<file path="src/rtl/mod13_down_counter.sv">
// mod13_down_counter
//   Loadable modulo down-counter. Counts from a reload value (default MAX=13)
//   down to 0. A start/stop FSM runs it. A combinational terminal-count flag
//   marks the zero cycle, and a saturating 8-bit tally counts terminal counts.
//
//   Optional feature macro: MOD13_DOWN_COUNTER_ONESHOT_EN
//     defined   : one-shot mode. tc moves to a DONE state that pulses done,
//                 then the block returns to IDLE.
//     undefined : free-running auto-reload until stop; done is tied 0.
//
// Ports
//   clk        in   rising-edge clock
//   rst_n      in   asynchronous active-low reset
//   load_valid in   request to write a new reload value (IDLE only)
//   load_value in   requested reload value, clamped to MAX
//   load_ready out  high while IDLE
//   start      in   begin counting (sampled in IDLE)
//   stop       in   abort counting (sampled in RUN)
//   en         in   count enable in RUN
//   count      out  current count
//   tc         out  terminal count: RUN && en && count==0 (combinational)
//   busy       out  high whenever not IDLE
//   done       out  one-cycle registered pulse in one-shot mode
//   wrap_cnt   out  tc events since reset, saturating at 255
module mod13_down_counter #(
  parameter int WIDTH = 4,
  parameter int MAX   = 13
) (
  input  logic             clk,
  input  logic             rst_n,
  input  logic             load_valid,
  input  logic [WIDTH-1:0] load_value,
  output logic             load_ready,
  input  logic             start,
  input  logic             stop,
  input  logic             en,
  output logic [WIDTH-1:0] count,
  output logic             tc,
  output logic             busy,
  output logic             done,
  output logic [7:0]       wrap_cnt
);

  localparam logic [WIDTH-1:0] MAX_V = WIDTH'(MAX);

  typedef enum logic [1:0] {
    IDLE = 2'd0,
    RUN  = 2'd1,
    DONE = 2'd2
  } state_t;

  state_t           state_q;
  logic [WIDTH-1:0] count_q;
  logic [WIDTH-1:0] reload_q;
  logic [7:0]       wrap_q;
  logic             load_ready_q;
  logic             busy_q;

  logic             tc_d;
  logic [WIDTH-1:0] load_clamp_d;
  logic [7:0]       wrap_inc_d;

  function automatic logic [WIDTH-1:0] clamp_load(input logic [WIDTH-1:0] v);
    return (v > MAX_V) ? MAX_V : v;
  endfunction

  function automatic logic [7:0] sat_inc8(input logic [7:0] v);
    return (v == 8'hFF) ? v : v + 8'd1;
  endfunction

  assign tc_d         = (state_q == RUN) && en && (count_q == '0);
  assign load_clamp_d = clamp_load(load_value);
  assign wrap_inc_d   = sat_inc8(wrap_q);

`ifdef MOD13_DOWN_COUNTER_ONESHOT_EN
  logic done_q;

  always_ff @(posedge clk or negedge rst_n) begin
    if (!rst_n) begin
      done_q <= 1'b0;
    end else begin
      // Pulse exactly for the cycle spent in DONE.
      done_q <= (state_q == RUN) && !stop && tc_d;
    end
  end

  assign done = done_q;
`else
  assign done = 1'b0;
`endif

  always_ff @(posedge clk or negedge rst_n) begin
    if (!rst_n) begin
      state_q      <= IDLE;
      count_q      <= MAX_V;
      reload_q     <= MAX_V;
      wrap_q       <= 8'd0;
      load_ready_q <= 1'b1;
      busy_q       <= 1'b0;
    end else begin
      case (state_q)
        IDLE: begin
          // A load in the same cycle as start takes effect, so RUN begins
          // from the freshly loaded value.
          if (load_valid) begin
            reload_q <= load_clamp_d;
            count_q  <= load_clamp_d;
          end
          if (start) begin
            state_q      <= RUN;
            load_ready_q <= 1'b0;
            busy_q       <= 1'b1;
          end
        end
        RUN: begin
          // A tc coinciding with stop is still tallied.
          if (tc_d) begin
            wrap_q <= wrap_inc_d;
          end
          if (stop) begin
            state_q      <= IDLE;
            count_q      <= reload_q;
            load_ready_q <= 1'b1;
            busy_q       <= 1'b0;
          end else if (tc_d) begin
`ifdef MOD13_DOWN_COUNTER_ONESHOT_EN
            state_q <= DONE;
`else
            count_q <= reload_q;
`endif
          end else if (en) begin
            // tc has priority, so count_q is nonzero here: no underflow.
            count_q <= count_q - WIDTH'(1);
          end
        end
`ifdef MOD13_DOWN_COUNTER_ONESHOT_EN
        DONE: begin
          state_q      <= IDLE;
          count_q      <= reload_q;
          load_ready_q <= 1'b1;
          busy_q       <= 1'b0;
        end
`endif
        default: begin
          state_q      <= IDLE;
          count_q      <= reload_q;
          load_ready_q <= 1'b1;
          busy_q       <= 1'b0;
        end
      endcase
    end
  end

  assign count      = count_q;
  assign tc         = tc_d;
  assign busy       = busy_q;
  assign load_ready = load_ready_q;
  assign wrap_cnt   = wrap_q;

endmodule

</file>
<file path="config.mk">
export PLATFORM = sky130hd
export DESIGN_NAME = mod13_down_counter
export DESIGN_NICKNAME = d
export VERILOG_FILES = /design/src/rtl/mod13_down_counter.sv
export SDC_FILE = /design/constraint.sdc
export NUM_CORES = 1
export LEC_CHECK = 0
export ABC_AREA = 1
export BUFFER_PORTS_ARGS = -buffer_cell sky130_fd_sc_hd__buf_2
export CORE_UTILIZATION = 51
export DETAILED_ROUTE_END_ITERATION = 16
export GPL_ROUTABILITY_DRIVEN = 1
export PLACE_DENSITY = 0.82
export RECOVER_POWER = 25
export SYNTH_ARGS = -nofsm -noshare
export SYNTH_HDL_FRONTEND = slang
export SYNTH_SLANG_ARGS = --single-unit
</file>
<file path="constraint.sdc">
create_clock -name clk -period 1.7 [get_ports clk]
set_input_delay 0.17 -clock clk [delete_from_list [all_inputs] [get_ports clk]]
set_output_delay 0.17 -clock clk [all_outputs]
set_load 0.005 [all_outputs]
</file>
* After elaboration in Yosys (flattened, before gate mapping)
Cells that the tools add are included.
** Cells by class
- Add/sub/neg operators :: 2
- Magnitude comparators :: 1
- Eq/ne operators :: 6
- Multiplexer cells :: 15
- Bitwise gates (word level) :: 1
- Reduce and logical (&&, ||, !) cells :: 8
** Operator list (number)
- $mux 4 :: 5
- $add 8x1->8 const B :: 1
- $eq 8x8->1 const B :: 1
- $pmux 4 s2 :: 1
- $ne 2x2->1 const B :: 3
- $reduce_and 2->1 :: 3
- $gt 4x4->1 const B :: 1
- $logic_not 4->1 :: 1
- $mux 1 :: 4
- $mux 2 :: 2
- $ne 4x4->1 const B :: 1
- $pmux 1 s2 :: 2
- $pmux 2 s2 :: 1
- $sub 4x1->4 const B :: 1
- $reduce_and 3->1 :: 1
- $eq 2x1->1 const B :: 1
- $logic_and 1x1->1 :: 2
- $logic_not 2->1 :: 1
- $not 1->1 :: 1
** Storage, ports and cells
- Register bits :: 20
- Input bits :: 10
- Output and inout port bits :: 16
- Word-level logic and storage cells :: 39

* Longest topological paths before layout
Gate-level depths: netlist of the first run.
- Depth after elaboration :: 6
- Depth in mapped cells :: 10
- Gate-level depth less buffers :: 10

* Worst setup path before layout of the first run
Ideal clock, no wire load.
- Path type :: flip-flop to flip-flop
- From :: reg count_q[0] (netlist: count[0])
- To :: reg wrap_q[2] (netlist: wrap_cnt[2])
- Setup time :: 0.074 ns
- Arrival time :: 1.360 ns
- Required time :: 1.626 ns
- Slack :: 0.266 ns
- Stages on the path, launching flop included :: 11
- Buffers on the path :: 1
- Period minus slack after synthesis :: 1.434 ns
- Cell sequence :: dfstp_2 inv_1 ha_1 nand2_1 nor2_1 nand2_2 clkinv_2 nand2_2 buf_6 nand2_1 o21ai_2
** Between the ends
- Longest elaborated chain between the ends :: 3
** RTL lines
- from (decl) :: RTL line 53 : logic [WIDTH-1:0] count_q;
- from (signal assigned) :: RTL line 107 : count_q <= load_clamp_d;
- from (signal assigned) :: RTL line 122 : count_q <= reload_q;
- from (signal assigned) :: RTL line 129 : count_q <= reload_q;
- $logic_not 4->1 :: RTL line 71 : assign tc_d = (state_q == RUN) && en && (count_q == '0);
- $logic_and 1x1->1 :: RTL line 71
- net tc :: RTL line 38 : output logic tc,
- $reduce_and 3->1 (no source line)
- to (signal assigned) :: RTL line 118 : wrap_q <= wrap_inc_d;
- to (decl) :: RTL line 55 : logic [7:0] wrap_q;
The timed path passes the listed nets, and every way through them passes these cells.
A chain may end at the register's enable or synchronous reset.

* Worst setup path in the final report of the first run
- From :: reg count_q[0] (netlist: count[0])
- To :: out tc
** Between the ends
- Longest elaborated chain between the ends :: 2
** RTL lines (RTL line)
- $logic_not 4->1 :: 71
- $logic_and 1x1->1 :: 71
- to (decl) :: 38
No other way between the ends.

==> impl_metrics.sql, run 1 <==
INSERT INTO impl_metrics (metric_group, metric, value, unit) VALUES
('outcome', 'outcome', 'finished, final reports clean', ''),
('logic_synthesis', 'part_of_the_yosys_area_used_for_sequential_elements', '44.6', '%'),
('logic_synthesis', 'mapped_nets', '146', ''),
('timing', 'worst_slew_margin_rel', '37.2', '%'),
('die', 'die_area', '0.00220', 'mm²'),
('place', 'dpl-instance-area', '0.00118', 'mm²'),
('timing', 'final_min_period_over_clock_period', '96.5', '%'),
('detailed_routing', 'starting_drt_drc_count', '36', ''),
('timing', 'finalSetupViolations', '0', ''),
('pwr', 'share_comb_of_total_power', '34.2', '%'),
('die', 'row_count', '15', ''),
('die', 'fp.dieW', '46.9', 'µm'),
('logic_synthesis', 'synth_area_leaders', 'sky130_fd_sc_hd__dfrtp_1, sky130_fd_sc_hd__dfstp_2, sky130_fd_sc_hd__nand2_1, sky130_fd_sc_hd__nand3_1, sky130_fd_sc_hd__inv_1', ''),
('critical_path', 'timing_worst_setup_path_type', 'flop to output pin', ''),
('critical_path', 'critical_path_required', '1.53', 'ns'),
('die', 'i_o_pins', '26', ''),
('detailed_routing', 'avgViaCountPerCell', '5.16', ''),
('pwr', 'p_per_area', '1040', 'mW/mm²'),
('global_routing', 'global_route.overflow_total', '0', ''),
('critical_path', 'reg2reg_depth', '8', ''),
('clock_tree', 'tritoncts_clock_tree', 'built', ''),
('logic_synthesis', 'post_synth_instance_area', '0.00103', 'mm²'),
('logic_synthesis', 'most_frequent_cells_after_synthesis', 'sky130_fd_sc_hd__nand2_1, sky130_fd_sc_hd__inv_1, sky130_fd_sc_hd__nand3_1', ''),
('logic_synthesis', 'synth_top_area_share', '26.7', '%'),
('global_routing', 'grt_pass1_wl', '3.64', 'mm'),
('detailed_routing', 'drc', '0', ''),
('pwr', 'power.share.sequential', '47.6', '%'),
('logic_synthesis', 'post_synth_inst_count', '133', ''),
('timing', 'worst_slack', '0.0590', 'ns'),
('logic_synthesis', 'netlist-cell-type-count', '22', ''),
('finish', 'final_area', '0.00127', 'mm²'),
('detailed_routing', 'routed_wl', '2.38', 'mm'),
('critical_path', 'endpoint_of_the_worst_register_to_register_path', 'wrap_cnt[2]', ''),
('critical_path', 'critical_path.endpoint_type', 'output pin', ''),
('timing', 'period_minus_slack', '1.64', 'ns'),
('logic_synthesis', 'top_cell_type_by_total_area_after_synthesis', 'sky130_fd_sc_hd__dfrtp_1', ''),
('finish', 'final_layout_size_suffix_gt1_share', '31.5', '%'),
('critical_path', 'worstSetupStartpointType', 'flop', ''),
('detailed_routing', 'route.vias.total', '996', ''),
('pwr', 'p_int', '0.847', 'mW'),
('die', 'die_h', '46.9', 'µm'),
('timing', 'timing.fmax', '0.609', 'GHz'),
('critical_path', 'critical_path_data_arrival_time', '1.47', 'ns'),
('place', 'detailed_place_hpwl', '1.77', 'mm'),
('clock_tree', 'clk_pin_slew', '0.11', 'ns'),
('critical_path', 'crit_path_max_incr_delay', '0.56', 'ns'),
('critical_path', 'crit_chain', 'inv_2 > ha_1 > nand2_1 > nor2_2 > nand2_2 > clkinv_2 > buf_6', ''),
('detailed_routing', 'route.antenna.remaining_nets', '0', ''),
('pwr', 'power.leakage', '0.678', 'nW'),
('clock_tree', 'clock_sink_count', '18', ''),
('pwr', 'power.net_switching', '0.467', 'mW'),
('min_path', 'whs_path_depth', '2', ''),
('job', 'drv_cap', '0', ''),
('critical_path', 'r2r_setup_slack', '0.13', 'ns'),
('clock_tree', 'cts_inserted_buffers', '3', ''),
('logic_synthesis', 'yosysMostFrequentCell', 'sky130_fd_sc_hd__nand2_1', ''),
('die', 'coreArea', '0.00180', 'mm²'),
('logic_synthesis', 'synth.avg_cell_area', '7.74', 'µm²'),
('critical_path', 'timing.critical_path.fanout_max', '3', ''),
('timing', 'timing.final.max_slew_violations', '0', ''),
('detailed_routing', 'detail_route.first_pass.iterations', '6', ''),
('timing', 'finalClockSkew', '0.00421', 'ns'),
('logic_synthesis', 'synthArstFlopShare', '100', '%'),
('global_routing', 'grt.total_usage', '23.7', '%'),
('logic_synthesis', 'synth-main-ff-cell', 'sky130_fd_sc_hd__dfrtp_1', ''),
('timing', 'worst_pin_slew', '0.942', 'ns'),
('global_routing', 'grt_start_max_net_pins', '19', ''),
('pwr', 'max-vdd-ir-drop', '0.796', 'mV'),
('min_path', 'holdPathEnd', 'busy', ''),
('clock_tree', 'worst_skew_pair.late_latency', '0.31', 'ns'),
('finish', 'util_after_layout', '70.4', '%');
==> routing by layer <==
metal,GRT usage [%],vias up,part of all wire [%]
met2,41.1,43,51
li1,-,490,-
met1,29.4,460,43
met5,0,-,0
met4,10.9,0,0.80
met3,3.08,3,5.1
==> power groups by stage <==
stage	Clock, mW	Sequential [mW]	Combinational (mW)
finish	0.239	0.626	0.450
global route	0.270	0.636	0.502
CTS	0.233	0.627	0.385
detailed placement	0	0.635	0.380
global placement	0	0.628	0.361
floorplan	0	0.626	0.231
==> worst max path at each step <==
stage	start	to	slack (ns)	cells after the start
floorplan	count[0]	wrap_cnt[2]	0.27	10
global placement	count[0]	wrap_cnt[2]	0.18	10
detailed placement	count[0]	wrap_cnt[7]	0.1	10
CTS	count[0]	tc	0.02	7
global route	count[0]	tc	-0.02	7
finish	count[0]	tc	0.06	7
==> metrics by stage <==
step                      power (mW)  setup TNS (ns)  hold slack, ns
after detailed placement        1.01               0           0.114
after CTS                       1.24               0           0.102
after global routing            1.41         -0.0248          0.0849
after global placement         0.989               0           0.116
after floorplan                0.857               0          -0.126
final                           1.31               0          0.0933
==> cell usage in the layout, fill, tap and decap left out, types with 3 or more instances in the layout <==
cell type / n
sky130_fd_sc_hd__clkbuf_4: 3
sky130_fd_sc_hd__ha_1: 3
sky130_fd_sc_hd__nand2_2: 3
sky130_fd_sc_hd__inv_1: 14
sky130_fd_sc_hd__buf_4: 8
sky130_fd_sc_hd__xnor2_1: 3
sky130_fd_sc_hd__nor2_1: 8
sky130_fd_sc_hd__a21oi_1: 11
sky130_fd_sc_hd__o21ai_0: 6
sky130_fd_sc_hd__dfstp_2: 7
sky130_fd_sc_hd__nand2_1: 37
sky130_fd_sc_hd__inv_2: 3
sky130_fd_sc_hd__xor2_1: 4
sky130_fd_sc_hd__buf_2: 22
sky130_fd_sc_hd__nand3_1: 12
sky130_fd_sc_hd__dfrtp_1: 11
==> kinds of logic (layout without fill, tap and decap cells) <==
logic type                 count (synthesis)  count (layout)  synth area share [%]
and+or+nand+nor                           64              64                  26.2
AOI/OAI and AO/OA                         20              20                  10.7
buffers and inverters                     20              55                  8.51
DFF                                       18              18                  44.6
xor gates and xnor gates                   7               7                  5.95
adders and majority gates                  3               3                  3.65
other                                      1               1                 0.364
==> flip-flops by register name, indices dropped and copies added, names as in the netlist <==
name	flops
wrap_cnt	8
count	4
reload_q	4
busy	1
load_ready	1
==> repair_timing <==
item | in CTS | in global routing
endpoints found under the setup margin | 1 | 12
pin swaps | 0 | 1
hold endpoints to repair | 11 | 0
resized for setup | 0 | 5
setup buffers | 1 | 5
hold buffers | 1 | 0
==> cell type report <==
class | instances | area, µm²
Clock buffer | 4 | 26.3
Fill cell | 161 | 533
Inverter | 18 | 68.8
Multi-Input combinational cell | 95 | 488
Sequential cell | 18 | 459
Tap cell | 25 | 31.3
Timing Repair Buffer | 33 | 195
Note: power is estimated with default switching activity, not from simulation.
==> run 2: changes to the inputs <==
ABC_AREA = not set   (was 1)
==> run 2 against run 1 <==
  * Sequential cell count did not move
  * Critical endpoint unchanged
  * Cell count fell by 22%
  * Highest routed layer unchanged
  * Final area fell by 0.49%
  * Largest cell class unchanged
  * Clock skew fell by 0.0017 ns
  * First-iteration DRC count fell by 39%
==> impl_metrics.sql, run 2 <==
INSERT INTO impl_metrics (metric_group, metric, value, unit) VALUES
('outcome', 'outcome', 'finished, final reports clean', ''),
('timing', 'finalSetupViolations', '0', ''),
('place', 'place_congestion', '0.847', ''),
('logic_synthesis', 'synth.avg_cell_area', '10.7', 'µm²'),
('finish', 'most_common_library_cell_in_the_layout_ignoring_fill_and_taps', 'sky130_fd_sc_hd__buf_2', ''),
('timing', 'final_min_period_over_clock_period', '98.1', '%'),
('detailed_routing', 'routed_wire_length_per_instance', '15.2', 'µm'),
('place', 'place_ws', '-0.0262', 'ns'),
('logic_synthesis', 'yosysMostFrequentCell', 'sky130_fd_sc_hd__dfrtp_1', ''),
('place', 'place.port_buffers', '24', ''),
('pwr', 'power.leakage', '0.607', 'nW'),
('pwr', 'p_per_area', '1100', 'mW/mm²'),
('finish', 'antenna_cells', '0', ''),
('pwr', 'power.net_switching', '0.459', 'mW'),
('finish', 'largest_register_ffs', '8', ''),
('timing', 'worst_slack', '0.0330', 'ns'),
('logic_synthesis', 'synth_warnings', '0', ''),
('timing', 'timing.fmax', '0.600', 'GHz'),
('die', 'i_o_pins', '26', ''),
('die', 'die_h', '46.7', 'µm'),
('detailed_routing', 'detail_route.first_pass.iterations', '4', ''),
('detailed_routing', 'starting_drt_drc_count', '22', ''),
('place', 'detailed_place_hpwl', '1.50', 'mm'),
('logic_synthesis', 'netlist-cell-type-count', '38', ''),
('detailed_routing', 'drc', '0', ''),
('logic_synthesis', 'synthArstFlopShare', '100', '%'),
('clock_tree', 'clock_tree.buffer_depth', '2', ''),
('pwr', 'post-layout-total-power', '1.39', 'mW'),
('pwr', 'swShare', '32.9', '%'),
('timing', 'timing.final.max_slew_violations', '0', ''),
('clock_tree', 'clock_sink_count', '18', ''),
('critical_path', 'timing.critical_path.fanout_max', '2', ''),
('die', 'die_area', '0.00218', 'mm²'),
('global_routing', 'grt_pass1_vias', '817', ''),
('finish', 'nets', '139', ''),
('timing', 'worst_slew_margin_rel', '37.9', '%'),
('die', 'coreArea', '0.00180', 'mm²'),
('die', 'floorplan.initialDensity', '56.5', '%'),
('logic_synthesis', 'synth_seq_cells', '18', ''),
('global_routing', 'global_route.overflow_total', '0', ''),
('pwr', 'clkPwrFrac', '19.4', '%'),
('die', 'row_count', '15', ''),
('timing', 'finalHoldViolations', '0', ''),
('logic_synthesis', 'synth_edf_count', '0', ''),
('logic_synthesis', 'top_cell_type_by_total_area_after_synthesis', 'sky130_fd_sc_hd__dfrtp_1', ''),
('detailed_routing', 'route.antenna.remaining_nets', '0', ''),
('clock_tree', 'worst_skew_pair.late_latency', '0.30', 'ns'),
('pwr', 'p_int', '0.935', 'mW'),
('detailed_routing', 'avgViaCountPerCell', '5.78', ''),
('critical_path', 'worstSetupStartpointType', 'flop', ''),
('critical_path', 'critical_path_data_arrival_time', '1.50', 'ns'),
('pwr', 'max-vdd-ir-drop', '0.764', 'mV'),
('clock_tree', 'tritoncts_clock_tree', 'built', ''),
('critical_path', 'critical_path.endpoint_type', 'output pin', ''),
('detailed_routing', 'route.vias.total', '867', ''),
('clock_tree', 'clk_root_buffer_cell', 'sky130_fd_sc_hd__clkbuf_4', ''),
('detailed_routing', 'routed_wl', '2.28', 'mm'),
('finish', 'areaGrowthSynthToFinish', '24.1', '%'),
('global_routing', 'grt_start_max_net_pins', '19', ''),
('job', 'drv_cap', '0', ''),
('clock_tree', 'cts_inserted_buffers', '3', ''),
('logic_synthesis', 'mapped_nets', '108', ''),
('pwr', 'power.share.sequential', '45.5', '%'),
('timing', 'period_minus_slack', '1.67', 'ns'),
('global_routing', 'grt.total_usage', '24.5', '%'),
('global_routing', 'grt_pass1_wl', '3.61', 'mm'),
('logic_synthesis', 'synth-main-ff-cell', 'sky130_fd_sc_hd__dfrtp_1', ''),
('timing', 'finalClockSkew', '0.00256', 'ns'),
('critical_path', 'critical_path_required', '1.53', 'ns'),
('global_routing', 'grt_antenna_before_repair', '0', ''),
('logic_synthesis', 'post_synth_inst_count', '95', ''),
('die', 'fp.dieW', '46.7', 'µm'),
('logic_synthesis', 'synth_top_area_share', '27.1', '%'),
('logic_synthesis', 'synth_area_leaders', 'sky130_fd_sc_hd__dfrtp_1, sky130_fd_sc_hd__dfstp_2, sky130_fd_sc_hd__xnor2_1, sky130_fd_sc_hd__ha_1, sky130_fd_sc_hd__o21ai_0', ''),
('timing', 'unrepaired_setup_endpoints_after_global_routing', 'yes', ''),
('critical_path', 'timing_worst_setup_path_type', 'flop to output pin', ''),
('clock_tree', 'h-tree-depth', '1', ''),
('pwr', 'share_comb_of_total_power', '35.1', '%'),
('logic_synthesis', 'part_of_the_yosys_area_used_for_sequential_elements', '45.1', '%'),
('finish', 'final_layout_size_suffix_gt1_share', '44.0', '%'),
('finish', 'mostFrequentLayoutCells', 'sky130_fd_sc_hd__buf_2, sky130_fd_sc_hd__dfrtp_1, sky130_fd_sc_hd__nand2_1', ''),
('timing', 'worst_pin_slew', '0.932', 'ns'),
('clock_tree', 'clk_pin_slew', '0.10', 'ns'),
('logic_synthesis', 'most_frequent_cells_after_synthesis', 'sky130_fd_sc_hd__dfrtp_1, sky130_fd_sc_hd__nand2_1, sky130_fd_sc_hd__dfstp_2, sky130_fd_sc_hd__o21ai_0', ''),
('min_path', 'min-delay-path-class', 'input port to flop', ''),
('logic_synthesis', 'post_synth_instance_area', '0.00102', 'mm²');
run 2: repair_timing:
item                                    in CTS  in global routing
endpoints found under the setup margin       6                  9
pin swaps                                    1                  0
gates resized for setup                      7                  6
buffers inserted                             2                  0
hold buffers                                 1                  0
endpoints found under the hold margin       11                  0
run 2: kinds of logic after synthesis:
kind of cell,Yosys count,synth area share (%)
AOI/OAI and AO/OA,26,19.9
and+or+nand+nor,23,11.8
DFF,18,45.1
buffers and inverters,10,6.03
xor gates and xnor gates,9,7.75
muxes,5,5.29
adders and majority gates,3,3.69
other,1,0.369
run 2: final timing paths:
kind | from | to | slack, ns | cells past startpoint
worst max-delay path | count[0] | tc | 0.03 | 5
worst min-delay path | start | load_ready | 0.03 | 2
worst max register to register | count[0] | wrap_cnt[1] | 0.06 | 6
worst min register to register | load_ready | load_ready | 0.49 | 2
max in group asynchronous | rst_n | wrap_cnt[0] | 0.63 | 2
min in group asynchronous | rst_n | wrap_cnt[4] | 0.51 | 2
run 2: power by group through the flow:
stage | clock (mW) | sequential [mW] | combinational, mW
floorplan | 0 | 0.630 | 0.256
global placement | 0 | 0.633 | 0.398
detailed placement | 0 | 0.637 | 0.409
CTS | 0.279 | 0.627 | 0.448
global route | 0.292 | 0.649 | 0.545
finish | 0.271 | 0.634 | 0.489
run 2: final cells by class:
type	instances	area, µm²
Inverter	5	18.8
Clock buffer	4	36.3
Tap cell	25	31.3
Multi-Input combinational cell	67	533
Timing Repair Buffer	31	184
Sequential cell	18	459
Fill cell	133	539
run 2: through the flow:
step	cell area, µm²	setup TNS [ns]	hold slack [ns]	std cells	utilization (%)
finish	1260	0	0.0310	150	70.1
global route	1260	-0.0458	0.0328	150	70.1
CTS	1240	0	0.0187	150	68.6
detailed placement	1160	-0.0363	0.115	143	64.2
global placement	1160	0	0.115	143	64.2
floorplan	1020	0	-0.126	95	-
run 2: metal layers:
metal / global-route usage [%] / share of wire (%)
met5: 0 / 0
met1: 30.7 / 46
met2: 37.5 / 46
met3: 5.88 / 4.6
met4: 15.4 / 2.9
run 2: worst max-delay path, stage by stage, from the launching register on:
cell and delay, ns:
sky130_fd_sc_hd__dfstp_2 0.55, sky130_fd_sc_hd__inv_2 0.05, sky130_fd_sc_hd__ha_4 0.15, sky130_fd_sc_hd__and4bb_4 0.20, sky130_fd_sc_hd__and2_4 0.14, sky130_fd_sc_hd__buf_6 0.11
==> run 3: changes to the inputs <==
CORE_UTILIZATION = 54   (was 51)
CTS_BUF_LIST = sky130_fd_sc_hd__clkbuf_2   (was not set)
PLACE_DENSITY = 0.86   (was 0.82)
==> run 3 against run 2 <==
  * Fmax is 1.8% lower
  * Final area is 2.1% lower
  * Clock skew is 0.0014 ns lower
  * Combinational power is 2% lower
  * First-iteration DRC count stayed put
  * Largest power group unchanged
==> impl_metrics.sql, run 3 (synthesized netlist as in run 2, its figures left out) <==
INSERT INTO impl_metrics (metric_group, metric, value, unit) VALUES
('global_routing', 'grt.total_usage', '24.8', '%'),
('detailed_routing', 'routed_wire_length_per_instance', '14.8', 'µm'),
('place', 'detailed_place_hpwl', '1.58', 'mm'),
('finish', 'mostFrequentLayoutCells', 'sky130_fd_sc_hd__buf_2, sky130_fd_sc_hd__dfrtp_1, sky130_fd_sc_hd__nand2_1', ''),
('critical_path', 'crit_path_max_incr_delay', '0.58', 'ns'),
('finish', 'util_after_layout', '70.8', '%'),
('place', 'place_congestion', '0.858', ''),
('global_routing', 'global_route.overflow_total', '0', ''),
('timing', 'final_layout_setup_total_negative_slack', '0', 'ns'),
('global_routing', 'grt_antenna_before_repair', '0', ''),
('timing', 'worst_slew_margin_rel', '36.6', '%'),
('min_path', 'min-delay-path-class', 'input port to flop', ''),
('finish', 'antenna_cells', '0', ''),
('job', 'drv_cap', '0', ''),
('detailed_routing', 'route.vias.total', '842', ''),
('global_routing', 'grt_pass1_wl', '3.56', 'mm'),
('timing', 'finalClockSkew', '0.00116', 'ns'),
('detailed_routing', 'starting_drt_drc_count', '22', ''),
('critical_path', 'critical_path_data_arrival_time', '1.53', 'ns'),
('place', 'place_ws', '-0.0280', 'ns'),
('timing', 'finalHoldViolations', '0', ''),
('timing', 'timing.hold.ws', '0.116', 'ns'),
('finish', 'areaGrowthSynthToFinish', '21.5', '%'),
('critical_path', 'timing.critical_path.fanout_max', '2', ''),
('detailed_routing', 'routed_wl', '2.23', 'mm'),
('clock_tree', 'worst_skew_pair.late_latency', '0.31', 'ns'),
('timing', 'worst_slack', '0.00261', 'ns'),
('timing', 'finalSetupViolations', '0', ''),
('pwr', 'max-vdd-ir-drop', '0.676', 'mV'),
('die', 'fp.dieW', '45.4', 'µm'),
('critical_path', 'critical_path.slowest_cell', 'sky130_fd_sc_hd__dfstp_2', ''),
('clock_tree', 'clock_sink_count', '18', ''),
('detailed_routing', 'detail_route.first_pass.iterations', '4', ''),
('die', 'die_h', '45.4', 'µm'),
('critical_path', 'crit_chain', 'inv_2 > ha_4 > and4bb_4 > and2_4 > buf_6', ''),
('clock_tree', 'h-tree-depth', '1', ''),
('clock_tree', 'clk_root_buffer_cell', 'sky130_fd_sc_hd__clkbuf_2', ''),
('global_routing', 'grt_pass1_vias', '775', ''),
('die', 'i_o_pins', '26', ''),
('global_routing', 'grt_start_max_net_pins', '19', ''),
('finish', 'largest_register_ffs', '8', ''),
('outcome', 'outcome', 'finished, final reports clean', ''),
('timing', 'timing.fmax', '0.589', 'GHz'),
('pwr', 'p_per_area', '1050', 'mW/mm²'),
('critical_path', 'critical_path.endpoint_type', 'output pin', ''),
('critical_path', 'critical_path_required', '1.53', 'ns'),
('finish', 'nets', '140', ''),
('timing', 'worst_pin_slew', '0.951', 'ns'),
('timing', 'timing.final.max_slew_violations', '0', ''),
('place', 'dpl-instance-area', '0.00116', 'mm²'),
('critical_path', 'worstPathBufferInverterCount', '2', ''),
('die', 'row_count', '15', ''),
('clock_tree', 'clk_pin_slew', '0.17', 'ns'),
('pwr', 'power.leakage', '0.600', 'nW'),
('critical_path', 'cp_top_family', 'flip-flops', ''),
('timing', 'unrepaired_setup_endpoints_after_global_routing', 'yes', ''),
('die', 'die_area', '0.00206', 'mm²'),
('clock_tree', 'clock_tree.buffer_depth', '2', ''),
('timing', 'period_minus_slack', '1.70', 'ns'),
('timing', 'final_min_period_over_clock_period', '99.8', '%'),
('clock_tree', 'cts_inserted_buffers', '3', ''),
('detailed_routing', 'route.antenna.remaining_nets', '0', ''),
('critical_path', 'worstSetupStartpointType', 'flop', ''),
('finish', 'most_common_library_cell_in_the_layout_ignoring_fill_and_taps', 'sky130_fd_sc_hd__buf_2', ''),
('detailed_routing', 'drc', '0', ''),
('die', 'floorplan.initialDensity', '58.3', '%'),
('critical_path', 'timing_worst_setup_path_type', 'flop to output pin', ''),
('finish', 'final_area', '0.00124', 'mm²'),
('finish', 'final_layout_size_suffix_gt1_share', '40.5', '%'),
('die', 'coreArea', '0.00175', 'mm²'),
('clock_tree', 'tritoncts_clock_tree', 'built', ''),
('detailed_routing', 'avgViaCountPerCell', '5.58', ''),
('place', 'place.port_buffers', '24', '');
[run 3: path summary, 6_finish.rpt]
check,end,slack [ns],cells after the start,start
max in group asynchronous,wrap_cnt[0],0.64,2,rst_n
worst max-delay path,tc,0.003,5,count[0]
worst max register to register,count[1],0.03,6,count[0]
worst min register to register,load_ready,0.49,2,load_ready
worst min-delay path,reload_q[1],0.12,3,load_value[1]
min in group asynchronous,wrap_cnt[5],0.49,2,rst_n
[run 3: layout make-up]
| cell class | count | area, µm² |
|---|---|---|
| inverter | 5 | 18.8 |
| fill | 150 | 509 |
| tap | 25 | 31.3 |
| timing repair buffer | 32 | 194 |
| clock inverter | 1 | 3.75 |
| multi-input combinational | 67 | 514 |
| clock buffer | 3 | 15.0 |
| sequential | 18 | 459 |
[run 3: where the power goes]
part           switching [mW]  total, mW  internal [mW]  leakage (nW)
combinational           0.224      0.479          0.255         0.367
clock                   0.139      0.190         0.0511        0.0140
sequential             0.0859      0.633          0.547         0.219
[run 3: what timing repair did]
action	4_1_cts	5_1_grt
hold buffers	2	0
setup buffers	2	0
endpoints found under the hold margin	12	0
pin swaps	1	0
endpoints found under the setup margin	6	4
gates resized for setup	7	1
[run 3: routing by layer]
layer / global-route usage [%] / part of all wire [%] / vias to the layer above
li1: - / - / 404
met1: 33.3 / 45 / 406
met2: 38.6 / 49 / 28
met3: 3.57 / 4.3 / 4
met4: 13.3 / 1.7 / 0
met5: 0 / 0 / -
[run 3: worst register-to-register path: cells and delay by family, from the launching register on]
family | cells | cell delay (ns)
buf+inv | 2 | 0.19
compound gates | 2 | 0.49
fa+ha+maj | 1 | 0.14
simple gates | 1 | 0.20
flops | 1 | 0.58
[run 3: metrics by stage]
stage,std cells,power (mW)
after floorplan,95,0.886
after global placement,143,1.05
after detailed placement,143,1.07
after CTS,151,1.29
after global routing,151,1.39
final,151,1.30
